### config.mk
export PLATFORM = sky130hd
export DESIGN_NAME = fetch_stage_flat
export DESIGN_NICKNAME = d
export VERILOG_FILES = /design/src/rtl/cpu_types_pkg.sv /design/src/rtl/fetch_stage_if.sv /design/src/rtl/fetch_skid.sv /design/src/rtl/fetch_stage.sv /design/src/flat_wrapper.sv
export SDC_FILE = /design/constraint.sdc
export NUM_CORES = 1
export LEC_CHECK = 0
export CAP_MARGIN = 20
export CORE_MARGIN = 1
export CORE_UTILIZATION = 48
export DETAILED_ROUTE_END_ITERATION = 6
export DONT_BUFFER_PORTS = 1
export HOLD_SLACK_MARGIN = 0.1
export MAX_ROUTING_LAYER = met4
export PLACE_DENSITY = 0.7
export SLEW_MARGIN = 40
export SYNTH_ARGS = -nofsm -noshare
export SYNTH_HDL_FRONTEND = slang
export SYNTH_HIERARCHICAL = 1
export SYNTH_SLANG_ARGS = --single-unit
### constraint.sdc
create_clock -name CLK -period 2.82 [get_ports CLK]
set_input_delay 0.141 -clock CLK [delete_from_list [all_inputs] [get_ports CLK]]
set_output_delay 0.141 -clock CLK [all_outputs]
set_load 0.005 [all_outputs]
### src/rtl/cpu_types_pkg.sv
// cpu_types_pkg: shared fetch types, IF/ID register layout and bubble constant
package cpu_types_pkg;
  typedef logic [31:0] word_t;
  typedef enum logic {RUN, HALTED} fetch_state_t;
  typedef struct packed {
    word_t instr;
    word_t pc;
    word_t npc;
    logic  valid;
  } ifid_t;
  localparam word_t NOP_INSTR = 32'h0;
  localparam ifid_t BUBBLE = '{instr: NOP_INSTR, pc: 32'h0, npc: 32'h0, valid: 1'b0};
endpackage

### src/rtl/fetch_stage_if.sv
// fetch_stage_if: I-cache request, hazard control and IF/ID outputs of the fetch stage
interface fetch_stage_if;
  import cpu_types_pkg::*;
  logic  ihit;
  word_t iload;
  logic  imemREN;
  word_t imemaddr;
  logic  stall;
  logic  redirect;
  word_t redirect_pc;
  logic  halt;
  word_t ifid_instr;
  word_t ifid_pc;
  word_t ifid_npc;
  logic  ifid_valid;
  modport master (
    input  ihit, iload, stall, redirect, redirect_pc, halt,
    output imemREN, imemaddr, ifid_instr, ifid_pc, ifid_npc, ifid_valid
  );
  modport slave (
    output ihit, iload, stall, redirect, redirect_pc, halt,
    input  imemREN, imemaddr, ifid_instr, ifid_pc, ifid_npc, ifid_valid
  );
endinterface

### src/rtl/fetch_skid.sv
// fetch_skid: one-entry buffer holding a fetch that returned while decode was stalled
module fetch_skid
  import cpu_types_pkg::*;
(
  input  logic  CLK,
  input  logic  nRST,
  input  logic  push,
  input  logic  pop,
  input  logic  clear,
  input  ifid_t din,
  output logic  full,
  output ifid_t dout
);
  always_ff @(posedge CLK or negedge nRST) begin
    if (!nRST) begin
      full <= 1'b0;
      dout <= BUBBLE;
    end else if (clear) begin
      full <= 1'b0;
      dout <= BUBBLE;
    end else if (push) begin
      full <= 1'b1;
      dout <= din;
    end else if (pop) begin
      full <= 1'b0;
    end
  end
endmodule

### src/rtl/fetch_stage.sv
// fetch_stage: PC register, I-cache request and IF/ID register with stall/redirect/halt.
// Define FETCH_SKID_EN to keep a fetch that returns during a stall instead of refetching it.
module fetch_stage
  import cpu_types_pkg::*;
#(
  parameter word_t PC_INIT = 32'h0000_0000
) (
  input logic CLK,
  input logic nRST,
  fetch_stage_if.master f
);
  fetch_state_t state_q, state_d;
  word_t pc_q, pc_d, pc_inc;
  ifid_t ifid_q, ifid_d, fetched, skid_q;
  logic run, hit, skid_full, push;
  assign run     = state_q == RUN;
  assign pc_inc  = pc_q + 32'd4;
  assign fetched = '{instr: f.iload, pc: pc_q, npc: pc_inc, valid: 1'b1};
  assign hit     = f.ihit & f.imemREN;
`ifdef FETCH_SKID_EN
  logic pop, clear;
  assign push  = run & !f.redirect & f.stall & hit;
  assign pop   = run & !f.redirect & !f.stall & !f.halt & skid_full;
  assign clear = run & (f.redirect | (!f.stall & f.halt));
  fetch_skid u_skid (
    .CLK   (CLK),
    .nRST  (nRST),
    .push  (push),
    .pop   (pop),
    .clear (clear),
    .din   (fetched),
    .full  (skid_full),
    .dout  (skid_q)
  );
`else
  assign push      = 1'b0;
  assign skid_full = 1'b0;
  assign skid_q    = BUBBLE;
`endif
  assign f.imemREN    = run & !skid_full;
  assign f.imemaddr   = pc_q;
  assign f.ifid_instr = ifid_q.instr;
  assign f.ifid_pc    = ifid_q.pc;
  assign f.ifid_npc   = ifid_q.npc;
  assign f.ifid_valid = ifid_q.valid;
  always_ff @(posedge CLK or negedge nRST) begin
    if (!nRST) begin
      state_q <= RUN;
      pc_q    <= PC_INIT;
      ifid_q  <= BUBBLE;
    end else begin
      state_q <= state_d;
      pc_q    <= pc_d;
      ifid_q  <= ifid_d;
    end
  end
  // redirect > stall > halt > (skid drain | ihit); HALTED leaves only the bubble default
  always_comb begin
    state_d = state_q;
    pc_d    = pc_q;
    ifid_d  = BUBBLE;
    if (run) begin
      if (f.redirect) begin
        pc_d = f.redirect_pc;
      end else if (f.stall) begin
        ifid_d = ifid_q;
        pc_d   = push ? pc_inc : pc_q;
      end else if (f.halt) begin
        state_d = HALTED;
      end else if (skid_full) begin
        ifid_d = skid_q;
      end else if (hit) begin
        ifid_d = fetched;
        pc_d   = pc_inc;
      end
    end
  end
endmodule
### src/flat_wrapper.sv
// flat-port wrapper written by rule: the top's interface ports become plain ports
module fetch_stage_flat import cpu_types_pkg::*;
#(
  parameter word_t PC_INIT = 32'h0000_0000
)
  (CLK, nRST, f_ihit, f_iload, f_stall, f_redirect, f_redirect_pc, f_halt, f_imemREN, f_imemaddr, f_ifid_instr, f_ifid_pc, f_ifid_npc, f_ifid_valid);
  fetch_stage_if f_i ();
  input logic CLK;
  input logic nRST;
  input wire logic [$bits(f_i.ihit)-1:0] f_ihit;
  input wire logic [$bits(f_i.iload)-1:0] f_iload;
  input wire logic [$bits(f_i.stall)-1:0] f_stall;
  input wire logic [$bits(f_i.redirect)-1:0] f_redirect;
  input wire logic [$bits(f_i.redirect_pc)-1:0] f_redirect_pc;
  input wire logic [$bits(f_i.halt)-1:0] f_halt;
  output wire logic [$bits(f_i.imemREN)-1:0] f_imemREN;
  output wire logic [$bits(f_i.imemaddr)-1:0] f_imemaddr;
  output wire logic [$bits(f_i.ifid_instr)-1:0] f_ifid_instr;
  output wire logic [$bits(f_i.ifid_pc)-1:0] f_ifid_pc;
  output wire logic [$bits(f_i.ifid_npc)-1:0] f_ifid_npc;
  output wire logic [$bits(f_i.ifid_valid)-1:0] f_ifid_valid;
  assign f_i.ihit = f_ihit;
  assign f_i.iload = f_iload;
  assign f_i.stall = f_stall;
  assign f_i.redirect = f_redirect;
  assign f_i.redirect_pc = f_redirect_pc;
  assign f_i.halt = f_halt;
  assign f_imemREN = f_i.imemREN;
  assign f_imemaddr = f_i.imemaddr;
  assign f_ifid_instr = f_i.ifid_instr;
  assign f_ifid_pc = f_i.ifid_pc;
  assign f_ifid_npc = f_i.ifid_npc;
  assign f_ifid_valid = f_i.ifid_valid;
  fetch_stage #(.PC_INIT(PC_INIT)) u_core (.CLK(CLK), .nRST(nRST), .f(f_i));
endmodule
======== After elaboration in Yosys (flattened, before gate mapping) ========
Index checks and enable logic that the tools add are counted.
Widths: inputs -> output; s select.
storage, ports and cells
  memories ................................ 0
  logic and storage cells ................. 27
  latch bits .............................. 0
  bits in read-only memories .............. 0
  memory bits (writable) .................. 0
  input port bits ......................... 70
  register bits ........................... 130
operators by class
  add/subtract/negate cells ............... 1
  div/mod/pow operators ................... 0
  magnitude comparators ................... 0
  shifts and indexed selects .............. 0
  multiply operators ...................... 0
  reductions and logical operators ........ 2
  bitwise operators ....................... 2
  muxes and demuxes ....................... 13
  equal/unequal tests ..................... 3
operators with widths
  operator               count
  $mux 97                5
  $mux 32                4
  $add 32x3->32 const B  1
  $mux 1                 4
  $reduce_and 4->1       1
  $ne 3x1->1 const B     1
  $ne 2x1->1 const B     1
  $ne 2x2->1 const B     1
  $reduce_bool 2->1      1
  $and 1x1->1            1
  $not 1->1              1

======== Longest topological paths before layout ========
Gate-level depths: netlist (run 1).
  word-level depth ........................ 7
  mapped depth ............................ 8

======== Worst setup path before layout (run 1) ========
OpenSTA, ideal clock, no wires.
  path kind ............................... reg2reg
  start point ............................. register u_core.pc_q[2], in the netlist u_core/f.imemaddr[2]
  end point ............................... register u_core.pc_q[18], in the netlist u_core/f.imemaddr[18]
  library setup time ...................... 0.137 ns
  setup slack ............................. 0.639 ns
  cell stages (with the launch flop) ...... 8
  clock period less this slack ............ 2.181 ns
  arrival ................................. 2.044 ns
  required time ........................... 2.683 ns
  cell sequence ........................... dfrtp_1 -> ha_1 -> nand2_1 -> or4_1 -> buf_2 -> or4_1 -> o21ai_1 -> a21oi_1
on the way
  cells in the longest elaborated chain, start to end .. 5
RTL lines
  what                    line               RTL
  from (decl)             fetch_stage.sv:13  word_t pc_q, pc_d, pc_inc;
  from (signal assigned)  fetch_stage.sv:53  pc_q <= pc_d;
  $add 32x3->32           fetch_stage.sv:17  assign pc_inc = pc_q + 32'd4;
  $mux 32                 fetch_stage.sv:72  end else if (hit) begin
  $mux 32                 fetch_stage.sv:68  end else if (f.halt) begin
  $mux 32                 fetch_stage.sv:65  end else if (f.stall) begin
  $mux 32                 fetch_stage.sv:63  if (f.redirect) begin
Every way passes these cells. The select of a mux whose other input is x is not followed.
A chain may end at the register's enable or synchronous reset.

======== Worst setup path in the final report (run 1) ========
  start point ............................. register u_core.pc_q[4], in the netlist u_core/f.imemaddr[4]
  end point ............................... register u_core.pc_q[21], in the netlist u_core/f.imemaddr[21]
Same word-level chain as after synthesis.

==> impl_metrics.json, run 1 <==
{
  "num_rows": 39,
  "route.final.wire_length_um": 16800,
  "fin_hold_ws_ps": -570,
  "slowest_delay_ps": 580,
  "initial_core_util": 0.501,
  "cts_made_buffers": 17,
  "postSynth.asyncResetShare": 1.00,
  "final_hold_viol_count": 128,
  "final_nets": 673,
  "clock_tree_buffer_depth": 2,
  "synth.most_common_cell": "sky130_fd_sc_hd__dfrtp_1",
  "synth_edf_count": 0,
  "syn_to_final_growth_pct": 23.8,
  "grt_pass1_vias": 4884,
  "outcome": "complete, but fails checks",
  "final_layout_size_suffix_gt1_frac": 0.107,
  "routed_via_density": 6.37,
  "synth_area_mm2": 0.00579,
  "clock-root-buffer": "sky130_fd_sc_hd__clkbuf_16",
  "startpoint_type": "register",
  "numPortBuffers": 0,
  "pin_count": 200,
  "routed_wire_length_per_instance_um": 22.2,
  "setup_tns_after_final_layout_ps": 0,
  "number_of_nets_in_the_synthesized_netlist": 626,
  "detailedPlacementHpwl_um": 10500,
  "synthesis.yosys.warnings": 6,
  "hp_class": "in -> async",
  "sequential_fraction_of_the_synthesis_area": 0.553,
  "layout.filler_cells": 899,
  "finClkSkew_ps": 11.2,
  "multi_input_comb_area_mm2": 0.00236,
  "cts_htree_levels": 4,
  "ordered_cell_list_for_the_critical_path": "nand3_1, nor4_4, nand2b_1, mux2i_1, o21ai_0, dlygate4sd3_1",
  "required_ps": 3100,
  "holdBufCountCts": 68,
  "peak_freq_ghz": 0.379,
  "ys_types": 48,
  "die_x_um": 112,
  "synth_top_cell_by_area": "sky130_fd_sc_hd__dfrtp_1",
  "dr.pass1.iters": 7,
  "leading_register_cell_type_out_of_synthesis": "sky130_fd_sc_hd__dfrtp_1",
  "vert_die_dim_um": 112,
  "area_taken_by_flip_flops_and_latches_mm2": 0.00320,
  "critical_path_peak_fanout": 10,
  "cts_sinks": 128,
  "synth_commonest_cells": "128 x sky130_fd_sc_hd__dfrtp_1, 68 x sky130_fd_sc_hd__nand2_1, 63 x sky130_fd_sc_hd__a22o_1",
  "design.core.area_mm2": 0.0116,
  "post-route-min-period_ps": 2640,
  "finalCritPeriodShare": 0.935,
  "peakVddDrop_mv": 0.338,
  "maximum_number_of_pins_on_one_net_before_global_route_repair": 129,
  "power_density_mw_per_mm2": 585,
  "worst-setup-path-type": "reg -> reg",
  "critical-path-slowest-cell": "sky130_fd_sc_hd__dlygate4sd3_1",
  "rsz_0062_raised_after_global_routing": "no",
  "synth-seq-cells": 128,
  "syn_area_per_cell_um2": 10.4,
  "initialDrtViolationCount": 569,
  "tightest_slew_ps": 703,
  "grt_first_pass_wirelength_um": 26900,
  "drc": 17,
  "ys_top_cells_by_area": "sky130_fd_sc_hd__dfrtp_1 55%, sky130_fd_sc_hd__a22o_1 9.5%, sky130_fd_sc_hd__nand2_1 4.4%",
  "cap_violations": 0,
  "critPathCaptureType": "register",
  "initial_antenna_violation_count": 0,
  "synth_top_area_share": 0.553,
  "num_vias": 4830,
  "die_area_mm2": 0.0125,
  "gr-usage-all-layers": 0.287,
  "violations": "design-rule violations, negative hold slack",
  "globalRouteOverflowTotal": 0,
  "clkTransAtPathRegs_ps": 60,
  "postSynthCellCount": 555,
  "critical_path_arrival_ps": 2920,
  "worst_slew_margin_rel": 0.531,
  "tritoncts": "built",
  "antenna-diode-count": 0,
  "total_leakage_power_uw": 0.00315,
  "maxSlewViolCount": 0,
  "setup_viol": 0,
  "finalWeightedCongestion": 0.858,
  "clock_latency_ps": 410,
  "drtAntennaViolNets": 0
}
## worst paths after layout
kind / startpoint / endpoint / slack, ps / cells after the start
setup / recovery: u_core/f.imemaddr[4] / u_core/f.imemaddr[21] / 180 / 6
hold / removal: nRST / u_core/f.ifid_npc[7] / -570 / 0
setup reg to reg: u_core/f.imemaddr[4] / u_core/f.imemaddr[21] / 180 / 6
hold reg to reg: u_core/f.ifid_npc[15] / u_core/f.ifid_npc[15] / 520 / 2
max in group asynchronous: nRST / u_core/f.imemaddr[17] / 3220 / 0
min in group CLK: f_redirect / u_core/f.imemaddr[24] / 120 / 4
## power by group
part	internal [uW]	switching, uW
logic	72.5	37.2
registers	1840	6.16
clock network	1400	840
## repair_timing
action                                  CTS  global route
endpoints found under the setup margin    0             1
setup buffers                             0             0
hold endpoints to repair                195           128
gates resized for setup                   0             1
## metal layers
| layer | wire length (um) | vias to the layer above | track usage |
|---|---|---|---|
| met4 | 335 | 0 | 0.102 |
| met2 | 7880 | 299 | 0.428 |
| met1 | 6970 | 2389 | 0.375 |
| met3 | 1610 | 31 | 0.0795 |
| li1 | - | 2111 | - |
| met5 | 0 | - | - |
## per-stage QoR
stage	worst slack [ps]	total power, uW	area [um2]	std cells	utilization
after floorplan	639	1900	5790	555	-
after CTS	142	4230	7160	758	0.619
after global routing	17.5	4320	7170	758	0.620
final	184	4190	7170	758	0.620
after global placement	377	1900	5870	658	0.507
after detailed placement	374	1900	5870	658	0.507
## cells in the final DEF, fill, tap and decap left out, drive strengths merged, types with 9 or more instances in the layout
cell type / synthesis / layout
a22o: 63 / 63
nand2: 68 / 68
a22oi: 16 / 16
nor2: 23 / 23
nand4: 15 / 15
buf: 22 / 16
dfrtp: 128 / 128
inv: 7 / 9
o21ai: 36 / 36
clkbuf: 33 / 17
xor2: 12 / 12
xnor2: 13 / 13
mux2i: 10 / 10
nand3: 15 / 15
o22ai: 9 / 9
a21oi: 17 / 17
dlygate4sd3: 0 / 67
nor3: 12 / 12
## flip-flops by register name, summed over array words and instances (netlist names)
name and count:
u_core/f.ifid_instr 32, u_core/f.ifid_pc 32, u_core/f.imemaddr 32, u_core/f.ifid_npc 30, u_core/f.ifid_valid 1, u_core/state_q 1
## layout make-up
class                      count  area share
clock buffer                  17      0.0593
clock inverter                15      0.0260
inverter                       7     0.00366
multi-input combinational    365       0.329
sequential                   128       0.447
tap                          143      0.0250
timing repair buffer          83       0.110
## critical path, delay by kind of cell (launching register included)
family	cells	cell delay [ps]
mux	1	200
flops	1	510
simple gates	3	1120
compound gates	1	110
buf+inv	1	580
## cell families after synthesis
| kind of cell | after synthesis | share of synthesized area |
|---|---|---|
| fa+ha+maj | 1 | 0.00216 |
| mux | 10 | 0.0173 |
| buf+inv | 62 | 0.0449 |
| xor+xnor | 25 | 0.0378 |
| compound gates | 162 | 0.201 |
| simple gates | 167 | 0.144 |
| flops | 128 | 0.553 |
Power figures use the tool's default switching activity.
==> inputs of run 2 (changes only) <==
Settings changed: RECOVER_POWER set to 100.
Clock period 2.82 ns to 2.5 ns, I/O delays scaled along.
==> impl_metrics.json, run 2 (synthesized netlist as in run 1, its figures left out) <==
{
  "tritoncts": "built",
  "setup_viol": 0,
  "number_of_buffers_and_inverters_on_the_critical_path": 2,
  "layout_common_cells": "128 x sky130_fd_sc_hd__dfrtp_1, 69 x sky130_fd_sc_hd__dlygate4sd3_1, 68 x sky130_fd_sc_hd__nand2_1",
  "vert_die_dim_um": 112,
  "hp_class": "in -> async",
  "rrSetupSlack_ps": 90,
  "ordered_cell_list_for_the_critical_path": "ha_1, nand2_1, nor4_2, buf_4, nand4_1, mux2i_1, nand2_1, dlygate4sd3_1",
  "clock-root-buffer": "sky130_fd_sc_hd__clkbuf_16",
  "die_x_um": 112,
  "routed_wire_length_per_instance_um": 22.8,
  "maximum_number_of_pins_on_one_net_before_global_route_repair": 129,
  "final_hold_viol_count": 128,
  "slowest_delay_ps": 570,
  "peak_freq_ghz": 0.414,
  "critPathCaptureType": "register",
  "maxSlewViolCount": 0,
  "final_layout_size_suffix_gt1_frac": 0.103,
  "pin_count": 200,
  "detailedPlacementHpwl_um": 10900,
  "cts_sinks": 128,
  "required_ps": 2770,
  "initial_core_util": 0.501,
  "drtAntennaViolNets": 0,
  "total_leakage_power_uw": 0.00315,
  "drc": 16,
  "gr-usage-all-layers": 0.299,
  "fin_hold_ws_ps": -580,
  "cap_violations": 0,
  "cpMostUsedCell": "sky130_fd_sc_hd__nand2_1",
  "mostFrequentLayoutCell": "sky130_fd_sc_hd__dfrtp_1",
  "power_density_mw_per_mm2": 651,
  "initialDrtViolationCount": 534,
  "tightest_slew_ps": 816,
  "holdBufCountCts": 70,
  "place.detailed.instances": 672,
  "finClkSkew_ps": 14.6,
  "layout.cells.non_filler": 775,
  "critical_path.top_delay_family": "buffers and inverters",
  "rsz_0062_raised_after_global_routing": "no",
  "worst-setup-path-type": "reg -> reg",
  "finalCritPeriodShare": 0.965,
  "num_rows": 39,
  "clock_tree_buffer_depth": 2,
  "grt_pass1_vias": 5020,
  "cts_made_buffers": 17,
  "outcome": "complete, but fails checks",
  "post-place-ws_ps": 289,
  "setup_tns_after_final_layout_ps": 0,
  "globalRouteOverflowTotal": 0,
  "routed_via_density": 6.36,
  "violations": "design-rule violations, negative hold slack",
  "area_taken_by_flip_flops_and_latches_mm2": 0.00320,
  "multi_input_comb_area_mm2": 0.00235,
  "cts_htree_levels": 4,
  "route.final.wire_length_um": 17600,
  "layout.filler_cells": 910,
  "syn_to_final_growth_pct": 24.8,
  "clkTransAtPathRegs_ps": 60,
  "final_nets": 689,
  "initial_antenna_violation_count": 1,
  "fin_ws_ps": 87.2,
  "critical-path-slowest-cell": "sky130_fd_sc_hd__dlygate4sd3_1",
  "num_vias": 4926,
  "dr.pass1.iters": 7,
  "peakVddDrop_mv": 0.396,
  "numPortBuffers": 0,
  "clock_latency_ps": 410,
  "design.core.area_mm2": 0.0116,
  "finalWeightedCongestion": 0.883,
  "die_area_mm2": 0.0125,
  "post-route-min-period_ps": 2410,
  "critical_path_arrival_ps": 2690,
  "cts.repair_timing.setup_buffer_count": 0,
  "worst_slew_margin_rel": 0.456,
  "startpoint_type": "register",
  "grt_first_pass_wirelength_um": 28000,
  "critical_path_peak_fanout": 5
}
[run 2: power breakdown]
group	internal (uW)	leakage [uW]	switching [uW]
Combinational	82.9	0.00117	44.1
Clock	1600	0.000287	901
Sequential	2080	0.00169	6.91
Total	3750	0.00315	952
[run 2: worst reg2reg max path, delay by kind of cell, from the launching register on]
kind / cells / cell delay, ps
and+or+nand+nor: 4 / 710
DFF: 1 / 360
buffers and inverters: 2 / 760
muxes: 1 / 200
adders and majority gates: 1 / 250
[run 2: what timing repair did]
item / 4_1_cts / 5_1_grt
hold endpoints to repair: 196 / 128
endpoints found under the setup margin: 0 / 2
resized for setup: 0 / 3
[run 2: cell type report]
class,count,area share
diodes,1,0.000346
well taps,143,0.0248
clock buffers,23,0.0689
inverters,7,0.00364
flip-flops and latches,128,0.443
multi-input cells,365,0.325
clock inverters,9,0.0145
repair buffers,99,0.119
[run 2: metal layers]
layer	GRT usage	vias to the layer above	share of wire
met5	-	-	0
met4	0.114	0	0.023
met3	0.0740	35	0.092
met2	0.451	300	0.46
met1	0.389	2450	0.42
li1	-	2141	-
[run 2: through the flow]
step | total power (uW) | utilization | area, um2 | hold slack [ps]
after detailed placement | 2150 | 0.518 | 6000 | -168
after CTS | 4740 | 0.631 | 7300 | -604
after floorplan | 2140 | - | 5790 | -171
after global routing | 4830 | 0.625 | 7230 | -602
final | 4710 | 0.625 | 7230 | -580
after global placement | 2150 | 0.518 | 6000 | -167
[run 2: path summary, 6_finish.rpt]
kind | from | to | cells past startpoint
setup / recovery | u_core/f.imemaddr[2] | u_core/f.imemaddr[24] | 8
hold / removal | nRST | u_core/f.ifid_pc[6] | 0
setup reg to reg | u_core/f.imemaddr[2] | u_core/f.imemaddr[24] | 8
hold reg to reg | u_core/f.ifid_npc[7] | u_core/f.ifid_npc[7] | 2
max in group asynchronous | nRST | u_core/f.ifid_valid | 0
min in group CLK | f_stall | u_core/f.ifid_pc[22] | 3
